--- config.mk ---
export PLATFORM = sky130hd
export DESIGN_NAME = mmu_l1_responder
export DESIGN_NICKNAME = d
export VERILOG_FILES = /design/src/rtl/mmu_l1_responder.sv
export SDC_FILE = /design/constraint.sdc
export NUM_CORES = 1
export LEC_CHECK = 0
export BUFFER_PORTS_ARGS = -buffer_cell sky130_fd_sc_hd__buf_2
export CORE_ASPECT_RATIO = 2
export CORE_MARGIN = 2
export CORE_UTILIZATION = 56
export DETAILED_ROUTE_END_ITERATION = 8
export PLACE_DENSITY = 0.85
export RECOVER_POWER = 25
export SYNTH_ARGS = -nofsm -noshare
export SYNTH_HDL_FRONTEND = slang
export SYNTH_SLANG_ARGS = --single-unit
export TNS_END_PERCENT = 10
--- constraint.sdc ---
create_clock -name sys_clk -period 7.3 [get_ports sys_clk]
set_input_delay 0.365 -clock sys_clk [delete_from_list [all_inputs] [get_ports sys_clk]]
set_output_delay 0.365 -clock sys_clk [all_outputs]
set_load 0.05 [all_outputs]
--- src/rtl/mmu_l1_responder.sv ---
// L1 line-read responder: fetches a 32-byte line (8 words) or a single MMIO word
// from a word-wide backing memory and returns it on the 256-bit line bus.
module mmu_l1_responder #(
  parameter logic [31:0] MMIO_BASE = 32'hFFFF_0000,
  parameter logic [31:0] MMIO_MASK = 32'hFFFF_0000
) (
  input  logic         sys_clk,
  input  logic         rst,
  input  logic         l1_mmu_req_read,
  input  logic [31:0]  l1_mmu_req_addr,
  output logic         mmu_l1_done,
  output logic [255:0] mmu_l1_read_data,
  output logic         mem_read,
  output logic [31:0]  mem_addr,
  input  logic [31:0]  mem_rdata,
  input  logic         mem_rvalid
);

  typedef enum logic [2:0] {
    StIdle,
    StIssue,
    StWait,
    StDone,
    StGap,
    StDrain
  } state_e;

  state_e         state_q;
  logic [31:0]    addr_q;
  logic [3:0]     beats_q;
  logic [3:0]     k_q;
  logic [31:0]    mem_addr_q;
  logic           done_q;
  logic [255:0]   rdata_q;

  logic           req_mmio;
  logic [31:0]    req_base;
  logic [3:0]     k_next;
  logic [31:0]    next_addr;

  assign req_mmio  = (l1_mmu_req_addr & MMIO_MASK) == MMIO_BASE;
  assign req_base  = req_mmio ? l1_mmu_req_addr : (l1_mmu_req_addr & ~32'h1F);
  assign k_next    = k_q + 4'd1;
  assign next_addr = addr_q + {27'd0, k_next[2:0], 2'b00};

  // The strobe is withheld in the cycle the requester drops, so an abort in
  // ISSUE never leaves a read outstanding.
  assign mem_read         = (state_q == StIssue) && l1_mmu_req_read;
  assign mem_addr         = mem_addr_q;
  assign mmu_l1_done      = done_q;
  assign mmu_l1_read_data = rdata_q;

  always_ff @(posedge sys_clk) begin
    if (rst) begin
      state_q    <= StIdle;
      addr_q     <= '0;
      beats_q    <= '0;
      k_q        <= '0;
      mem_addr_q <= '0;
      done_q     <= 1'b0;
      rdata_q    <= '0;
    end else begin
      case (state_q)
        StIdle: begin
          if (l1_mmu_req_read) begin
            addr_q     <= req_base;
            mem_addr_q <= req_base;
            beats_q    <= req_mmio ? 4'd1 : 4'd8;
            k_q        <= '0;
            rdata_q    <= '0;
            state_q    <= StIssue;
          end
        end
        StIssue: begin
          state_q <= l1_mmu_req_read ? StWait : StIdle;
        end
        StWait: begin
          if (!l1_mmu_req_read) begin
            // A word arriving in the same cycle as the drop is simply discarded.
            state_q <= mem_rvalid ? StIdle : StDrain;
          end else if (mem_rvalid) begin
            rdata_q[{k_q[2:0], 5'd0} +: 32] <= mem_rdata;
            k_q <= k_next;
            if (k_next == beats_q) begin
              done_q  <= 1'b1;
              state_q <= StDone;
            end else begin
              mem_addr_q <= next_addr;
              state_q    <= StIssue;
            end
          end
        end
        StDone: begin
          done_q  <= 1'b0;
          state_q <= StGap;
        end
        StGap: begin
          state_q <= StIdle;
        end
        StDrain: begin
          if (mem_rvalid) begin
            state_q <= StIdle;
          end
        end
        default: begin
          state_q <= StIdle;
        end
      endcase
    end
  end

endmodule

# ---- Yosys cells after proc, flatten, opt, wreduce, memory -nomap -nowiden
# Cells that the tools add are included.
dict set report totals {
  reg_bits 332
  latch_bits 0
  ram_bits 0
  mem_bits_ro 0
  out_inout_bits 290
  elab_cells 62
  n_memories 0
}
dict set report op_classes {
  n_addsub 3
  mul 0
  n_div 0
  n_lt_le_gt_ge 0
  eq_ne 13
  shift 2
  muxes 28
  bitwise_logic 0
  reduce_logical 9
}
# operator count
set op_table {}
lappend op_table {{256-bit two-way mux} 3}
lappend op_table {{256-bit case mux with 2 select lines} 1}
lappend op_table {{256-bit bitwise mux} 1}
lappend op_table {{32-bit by 10-bit variable shift with 256-bit output, first input constant} 1}
lappend op_table {{32-bit by 10-bit variable part select with 256-bit output} 1}
lappend op_table {{32-bit two-way mux} 4}
lappend op_table {{32-bit case mux with 2 select lines} 1}
lappend op_table {{32-bit by 5-bit adder with 32-bit output} 1}
lappend op_table {{16-bit == test, second input constant} 1}
lappend op_table {{4-bit two-way mux} 4}
lappend op_table {{3-bit two-way mux} 5}
lappend op_table {{3-bit case mux with 5 select lines} 1}
lappend op_table {{2-bit inequality test, second input constant} 6}
lappend op_table {{8-bit negator with 10-bit output} 1}
lappend op_table {{4-bit case mux with 2 select lines} 1}
lappend op_table {{4-bit AND reduction} 2}
lappend op_table {{3-bit by 2-bit == test with 1-bit output, second input constant} 2}
lappend op_table {{5-bit two-way mux} 1}
lappend op_table {{5-bit AND reduction} 1}
lappend op_table {{4-bit by 1-bit adder with 4-bit output, second input constant} 1}
lappend op_table {{4-bit == test} 1}
lappend op_table {{2-bit two-way mux} 2}
lappend op_table {{2-bit nonzero test} 2}
lappend op_table {{3-bit by 1-bit == test with 1-bit output, second input constant} 1}
lappend op_table {{other kinds (8)} 10}

# ---- Depth between registers and ports, before layout
# Gate-level depths: netlist (run 1).
dict set report depth {
  depth_word 6
  depth_mapped 11
}

# ---- Worst setup path before layout (run 1)
# OpenSTA, ideal clock, no wires.
dict set report synth_timing {
  kind {register to register}
  from {register k_q[0]}
  to {register mem_addr_q[26], in the netlist mem_addr[26]}
  setup_time_ps 60
  arrival_time_ps 2779
  required_time_ps 7240
  setup_slack_ps 4461
  stages_incl_launch_ff 12
  path_buffers 2
  cell_sequence {dfxtp_1 buf_4 inv_1 ha_1 clkbuf_1 inv_1 fa_1 nor2b_1 o211ai_2 or4_1 a211oi_1 a221o_1}
}
dict set report synth_between {
  elab_chain_len 6
}
# item line_no
set synth_lines {}
lappend synth_lines {{start: declaration} 31} ;# logic [3:0] k_q;
lappend synth_lines {{start signal: assignment} 83} ;# k_q <= k_next;
lappend synth_lines {{4-bit by 1-bit adder with 4-bit output *} 43} ;# assign k_next = k_q + 4'd1;
lappend synth_lines {{32-bit by 5-bit adder with 32-bit output} 44} ;# assign next_addr = addr_q + {27'd0, k_next[2:0], 2'b00};
lappend synth_lines {{32-bit two-way mux} 84} ;# if (k_next == beats_q) begin
lappend synth_lines {{32-bit two-way mux} 81} ;# end else if (mem_rvalid) begin
lappend synth_lines {{32-bit two-way mux} 78} ;# if (!l1_mmu_req_read) begin
lappend synth_lines {{32-bit case mux with 2 select lines} 63} ;# case (state_q)
lappend synth_lines {{end signal: assignment} 67} ;# mem_addr_q <= req_base;
lappend synth_lines {{end signal: assignment} 88} ;# mem_addr_q <= next_addr;
lappend synth_lines {{end: declaration} 32} ;# logic [31:0] mem_addr_q;
# Every way passes the cells marked *; elsewhere a longest branch is shown, timed or not. The select of a mux whose other input is x is not followed.
# A chain may end at the register's enable or synchronous reset.

# ---- Final worst setup path (run 1)
dict set report layout_timing {
  from {register k_q[0]}
  to {register mem_addr_q[4], in the netlist mem_addr[4]}
}
# Same word-level chain as after synthesis.

==> impl_metrics.env, run 1 <==
export IMPL_status="complete, no violations"
export IMPL_grt_pass1_wl_mm=65.8
export IMPL_rows=78
export IMPL_ys_top_cells_by_area="dfxtp_1 (52%), a32oi_1 (8.8%), nor2_1 (8.6%), a22oi_1 (7.4%), clkbuf_1 (3.6%)"
export IMPL_drv_slew=0
export IMPL_synth_seq_cells=330
export IMPL_combinationalPowerShare_pct=8.2
export IMPL_power_switching_w=0.000966
export IMPL_slowest_delay_ns=0.88
export IMPL_min_path_type="input port to flop"
export IMPL_fin_setup_tns_ns=0
export IMPL_yosys_cell_count_top_type="dfxtp_1"
export IMPL_rsz0062_at_grt="no"
export IMPL_cts_resized=0
export IMPL_fillCellCount=1812
export IMPL_drv_cap=0
export IMPL_die_area_um2=24100
export IMPL_syn_area_um2=12800
export IMPL_clock_skew_ns=0.0165
export IMPL_synth_top_area_share_pct=51.6
export IMPL_grt_pass1_vias=12100
export IMPL_grt_total_usage_pct=34.0
export IMPL_place_congestion=0.938
export IMPL_vias=12700
export IMPL_ys_seq_area_share_pct=51.6
export IMPL_die_h_um=218
export IMPL_yosysUniqueCellTypes=65
export IMPL_worst_slack_ns=3.76
export IMPL_via_per_inst=6.44
export IMPL_clkTransAtPathRegs_ns=0.07
export IMPL_worstPathArrival_ns=4.00
export IMPL_cts_made_buffers=29
export IMPL_wl_per_cell_um=22.2
export IMPL_cts_root_buffer="clkbuf_16"
export IMPL_synthToLayoutAreaGrowth_pct=20.2
export IMPL_p_int_w=0.00288
export IMPL_clockPowerShare_pct=43.6
export IMPL_cts_sink_count=330
export IMPL_core_area_um2=22500
export IMPL_p_total_w=0.00384
export IMPL_cp_data_required_time_ns=7.75
export IMPL_synth_top_cell_by_area="dfxtp_1"
export IMPL_max_slew_margin_pct=27.4
export IMPL_dpl_worst_slack_ns=3.86
export IMPL_first_pass_iters=6
export IMPL_cts_setup_buffers=0
export IMPL_hold_viol=0
export IMPL_diodes=0
export IMPL_io_buffer_count=357
export IMPL_path_max_fanout=15
export IMPL_drt_initial_drc_count=1375
export IMPL_synth_warnings=0
export IMPL_cts_buffer_depth=3
export IMPL_syn_area_per_cell_um2=8.96
export IMPL_synth_net_count=1502
export IMPL_synth_flop_cell="dfxtp_1"
export IMPL_drc=0
export IMPL_powerDensity_nw_per_um2=250
export IMPL_postSynth_asyncResetShare_pct=0
export IMPL_hpwl_mm=29.2
export IMPL_crit_slowest_cell="nor3_2"
export IMPL_drt_total_wl_mm=43.8
export IMPL_io_pins=358
export IMPL_tightest_slew_ns=1.08
export IMPL_max_freq_mhz=282
export IMPL_synth_enable_flop_cells=0
export IMPL_overflow=0
export IMPL_switching_share_pct=25.1
export IMPL_synthCells=1427
export IMPL_leakage_nw=5.81
export IMPL_critPathBufInv=1
export IMPL_seqPwrFrac_pct=48.2
export IMPL_ys_top_cells_by_count="dfxtp_1 (330), nor2_1 (294), a32oi_1 (128)"
export IMPL_cts_hold_buffers=0
export IMPL_drtAntennaViolNets=0
export IMPL_ir_worst_vdd_mv=0.273
export IMPL_final_layout_size_suffix_gt1_share_pct=17.8
export IMPL_finalCriticalPeriod_ns=3.54
export IMPL_htreeDepth=1
export IMPL_worstSetupPathType="flop to flop"
export IMPL_end_kind="flop"
export IMPL_nets=1751
export IMPL_start_util_pct=56.7
export IMPL_clk_latency_ns=0.56
export IMPL_antenna_found_initial=0
export IMPL_cp_top_family="simple AND/OR/NAND/NOR gates"
export IMPL_crit_chain="inv_1 -> ha_1 -> or3_1 -> nor3_2 -> nor2_1 -> a311oi_1"
export IMPL_cp_start_kind="flop"
export IMPL_fin_crit_sh_pct=48.5
export IMPL_die_w_um=111
export IMPL_setup_viol=0
export IMPL_tritoncts="built"
export IMPL_grt_max_degree=116
power by group through the flow:
stage	Clock, W	Combinational [W]	Sequential, W
final	0.00168	0.000316	0.00185
after global placement	0	0.000309	0.00189
after global routing	0.00175	0.000332	0.00185
after floorplan	0	0.000162	0.00193
after CTS	0.00168	0.000312	0.00185
after detailed placement	0	0.000312	0.00189
worst register-to-register path, stage by stage (launching register included):
cell      delay, ns
dfxtp_1        0.56
inv_1          0.18
ha_1           0.47
or3_1          0.55
nor3_2         0.88
nor2_1         0.46
a311oi_1       0.34
sequential cells by signal (all words and copies together), names as in the netlist:
| signal | count |
|---|---|
| addr_q | 32 |
| beats_q | 2 |
| mem_addr | 32 |
| mmu_l1_done | 1 |
| state_q | 3 |
| mmu_l1_read_data | 256 |
| k_q | 4 |
cell type report:
type,count,area (um2),area share [%]
sequential,330,6610,43.0
tap,280,350,2.28
multi-input combinational,918,5550,36.1
clock buffer,37,796,5.18
timing repair buffer,379,1770,11.5
clock inverter,14,236,1.54
inverter,18,67.6,0.439
worst paths after layout:
kind	cells past startpoint	end	slack, ns	start
hold reg to reg	2	mem_addr[25]	0.47	mem_addr[25]
setup / recovery	6	mem_addr[4]	3.76	k_q[0]
hold / removal	3	addr_q[12]	0.07	l1_mmu_req_addr[12]
setup reg to reg	6	mem_addr[4]	3.76	k_q[0]
routing by layer:
layer  global-route usage, %  vias up  part of all wire [%]
met3                    7.09      215                   9.5
met4                    23.5        0                   7.2
met2                    58.9      858                    49
met1                    36.9     6004                    34
li1                        -     5655                     -
met5                       0        -                     0
per-stage QoR:
| stage | util, % | hold slack [ns] | area, um2 | std cells |
|---|---|---|---|---|
| floorplan | - | 0.432 | 12800 | 1427 |
| global placement | 64.5 | 0.440 | 14500 | 1925 |
| detailed placement | 64.5 | 0.455 | 14500 | 1925 |
| CTS | 69.0 | 0.0544 | 15600 | 1976 |
| global route | 68.2 | 0.0698 | 15400 | 1976 |
| finish | 68.2 | 0.0686 | 15400 | 1976 |
cell usage in the layout, fill, tap and decap left out, types with 7 or more instances in the layout:
master / Yosys / layout
clkbuf_16: 0 / 29
nor3_1: 8 / 7
nor2_1: 294 / 291
a311oi_1: 7 / 7
xnor2_1: 10 / 10
a211oi_1: 11 / 11
buf_4: 1 / 22
a21oi_1: 59 / 59
nand2_1: 97 / 97
buf_2: 36 / 203
nand3_1: 27 / 27
dfxtp_1: 330 / 330
inv_1: 17 / 17
a32oi_1: 128 / 128
o21ai_0: 21 / 21
a22oi_1: 126 / 126
clkbuf_1: 121 / 157
or3_1: 8 / 8
and3_1: 7 / 7
kinds of logic (layout without fill, tap and decap cells):
| kind of cell | count (synthesis) | after routing | synth area share, % |
|---|---|---|---|
| AO/OA/AOI/OAI | 405 | 405 | 24.1 |
| XOR/XNOR | 17 | 17 | 1.22 |
| adder cells (fa/ha/maj) | 7 | 7 | 0.743 |
| buffers and inverters | 179 | 448 | 5.70 |
| flip-flops | 330 | 330 | 51.6 |
| multiplexers | 1 | 1 | 0.0783 |
| AND/OR/NAND/NOR | 488 | 488 | 16.5 |
Note: power is estimated with default switching activity, not from simulation.
==> inputs of run 2 (changes only) <==
CORE_UTILIZATION = 47   (was 56)
PLACE_DENSITY = 0.76   (was 0.85)
clock period = 3.2 ns   (was 7.3 ns; I/O delays follow)
==> run 2 against run 1 <==
- maximum frequency grew 18%
- highest routed layer unchanged
- routed wire length rose by 4.7%
- first-iteration DRC count down 18%
- sequential cell count is the same
- worst setup slack got worse by 3.6 ns
==> impl_metrics.env, run 2 (synthesis gave the netlist of run 1 again) <==
export IMPL_clkTransAtPathRegs_ns=0.07
export IMPL_crit_slowest_cell="or4_1"
export IMPL_fin_setup_tns_ns=0
export IMPL_leakage_nw=5.97
export IMPL_antenna_found_initial=0
export IMPL_drv_cap=0
export IMPL_drc=0
export IMPL_final_layout_size_suffix_gt1_share_pct=17.7
export IMPL_min_path_type="input port to flop"
export IMPL_core_area_um2=26800
export IMPL_wl_per_cell_um=21.9
export IMPL_rr_worst_depth=9
export IMPL_place_congestion=0.946
export IMPL_worstSetupPathType="flop to flop"
export IMPL_powerDensity_nw_per_um2=532
export IMPL_grt_pass1_wl_mm=69.2
export IMPL_worstPathArrival_ns=3.50
export IMPL_io_pins=358
export IMPL_rsz0062_at_grt="no"
export IMPL_design_area_um2=15900
export IMPL_cp_top_family="simple AND/OR/NAND/NOR gates"
export IMPL_final_common_cell="dfxtp_1"
export IMPL_dpl_cell_area_um2=14800
export IMPL_htreeDepth=1
export IMPL_drt_initial_drc_count=1124
export IMPL_clk_latency_ns=0.55
export IMPL_io_buffer_count=357
export IMPL_grt_max_degree=102
export IMPL_ir_worst_vdd_mv=0.541
export IMPL_fin_crit_sh_pct=94.1
export IMPL_diodes=0
export IMPL_hpwl_mm=30.8
export IMPL_crit_top_cell="inv_1"
export IMPL_rows=85
export IMPL_overflow=0
export IMPL_slowest_delay_ns=0.57
export IMPL_cts_setup_buffers=0
export IMPL_cts_made_buffers=28
export IMPL_cts_buffer_depth=3
export IMPL_cp_data_required_time_ns=3.69
export IMPL_final_cell_mix="dfxtp_1 (330), nor2_1 (291), buf_2 (202)"
export IMPL_vias=12700
export IMPL_drt_total_wl_mm=45.9
export IMPL_synthToLayoutAreaGrowth_pct=24.0
export IMPL_drtAntennaViolNets=0
export IMPL_first_pass_iters=6
export IMPL_critPathBufInv=2
export IMPL_setup_viol=0
export IMPL_tritoncts="built"
export IMPL_crit_chain="inv_1 -> ha_1 -> inv_1 -> fa_1 -> nor2b_1 -> o211ai_2 -> or4_1 -> a211oi_1 -> a221o_1"
export IMPL_grt_pass1_vias=12200
export IMPL_grt_total_usage_pct=30.8
export IMPL_die_area_um2=28600
export IMPL_die_w_um=121
export IMPL_max_slew_margin_pct=24.3
export IMPL_cts_resized=0
export IMPL_crit_cells=9
export IMPL_via_per_inst=6.07
export IMPL_finalCriticalPeriod_ns=3.01
export IMPL_drv_slew=0
export IMPL_cp_start_kind="flop"
export IMPL_hold_viol=0
export IMPL_path_max_fanout=10
export IMPL_cts_sink_count=330
export IMPL_max_freq_mhz=332
export IMPL_status="complete, no violations"
export IMPL_tightest_slew_ns=1.13
export IMPL_nets=1804
export IMPL_cts_root_buffer="clkbuf_16"
export IMPL_hold_depth=3
export IMPL_largest_reg_flops=256
export IMPL_end_kind="flop"
export IMPL_start_util_pct=47.7
export IMPL_holdWs_ns=0.0272
export IMPL_clock_skew_ns=0.0188
export IMPL_die_h_um=237
[run 2: layout make-up]
cell class | instances | area, um2
well taps | 348 | 435
inverters | 18 | 67.6
fillers | 2470 | 10900
repair buffers | 433 | 2300
clock buffers | 39 | 783
clock inverters | 10 | 119
flip-flops and latches | 330 | 6610
multi-input cells | 918 | 5560
[run 2: final timing paths]
kind	from	slack, ns	to
worst min register to register	addr_q[1]	0.47	addr_q[1]
worst min-delay path	mem_rdata[16]	0.03	mmu_l1_read_data[48]
worst max register to register	k_q[0]	0.19	mem_addr[28]
worst max-delay path	k_q[0]	0.19	mem_addr[28]
[run 2: power breakdown]
group	total, W	leakage (nW)	switching (W)	internal, W
logic	0.000786	2.87	0.000591	0.000196
clock network	0.00342	0.430	0.00155	0.00188
registers	0.00422	2.67	0.0000591	0.00416
total	0.00843	5.97	0.00220	0.00624
[run 2: metrics by stage]
step	worst slack [ns]	util, %	instances	total power [W]
4_1_cts	0.216	59.9	2096	0.00847
2_1_floorplan	0.361	-	1427	0.00478
3_3_place_gp	0.369	55.1	2008	0.00504
3_5_place_dp	0.279	55.1	2008	0.00505
5_1_grt	0.0118	59.2	2096	0.00868
6_report	0.188	59.2	2096	0.00843
[run 2: routing by layer]
metal	GRT usage (%)	up-vias	part of all wire (%)	wire [um]
met5	0	-	0	0
met1	33.0	6166	35	15900
met2	56.3	639	52	24000
li1	-	5769	-	-
met3	5.49	141	7.3	3360
met4	16.3	0	5.6	2550
[run 2: tightest hold or removal path: cells and delay by family]
family	cells	cell delay, ns
compound gates	1	0.09
buf+inv	1	0.21
simple gates	1	0.07
[run 2: repair_timing]
item                                    CTS  global route
hold buffers                             39             0
endpoints found under the setup margin    0             0
endpoints found under the hold margin    70             0
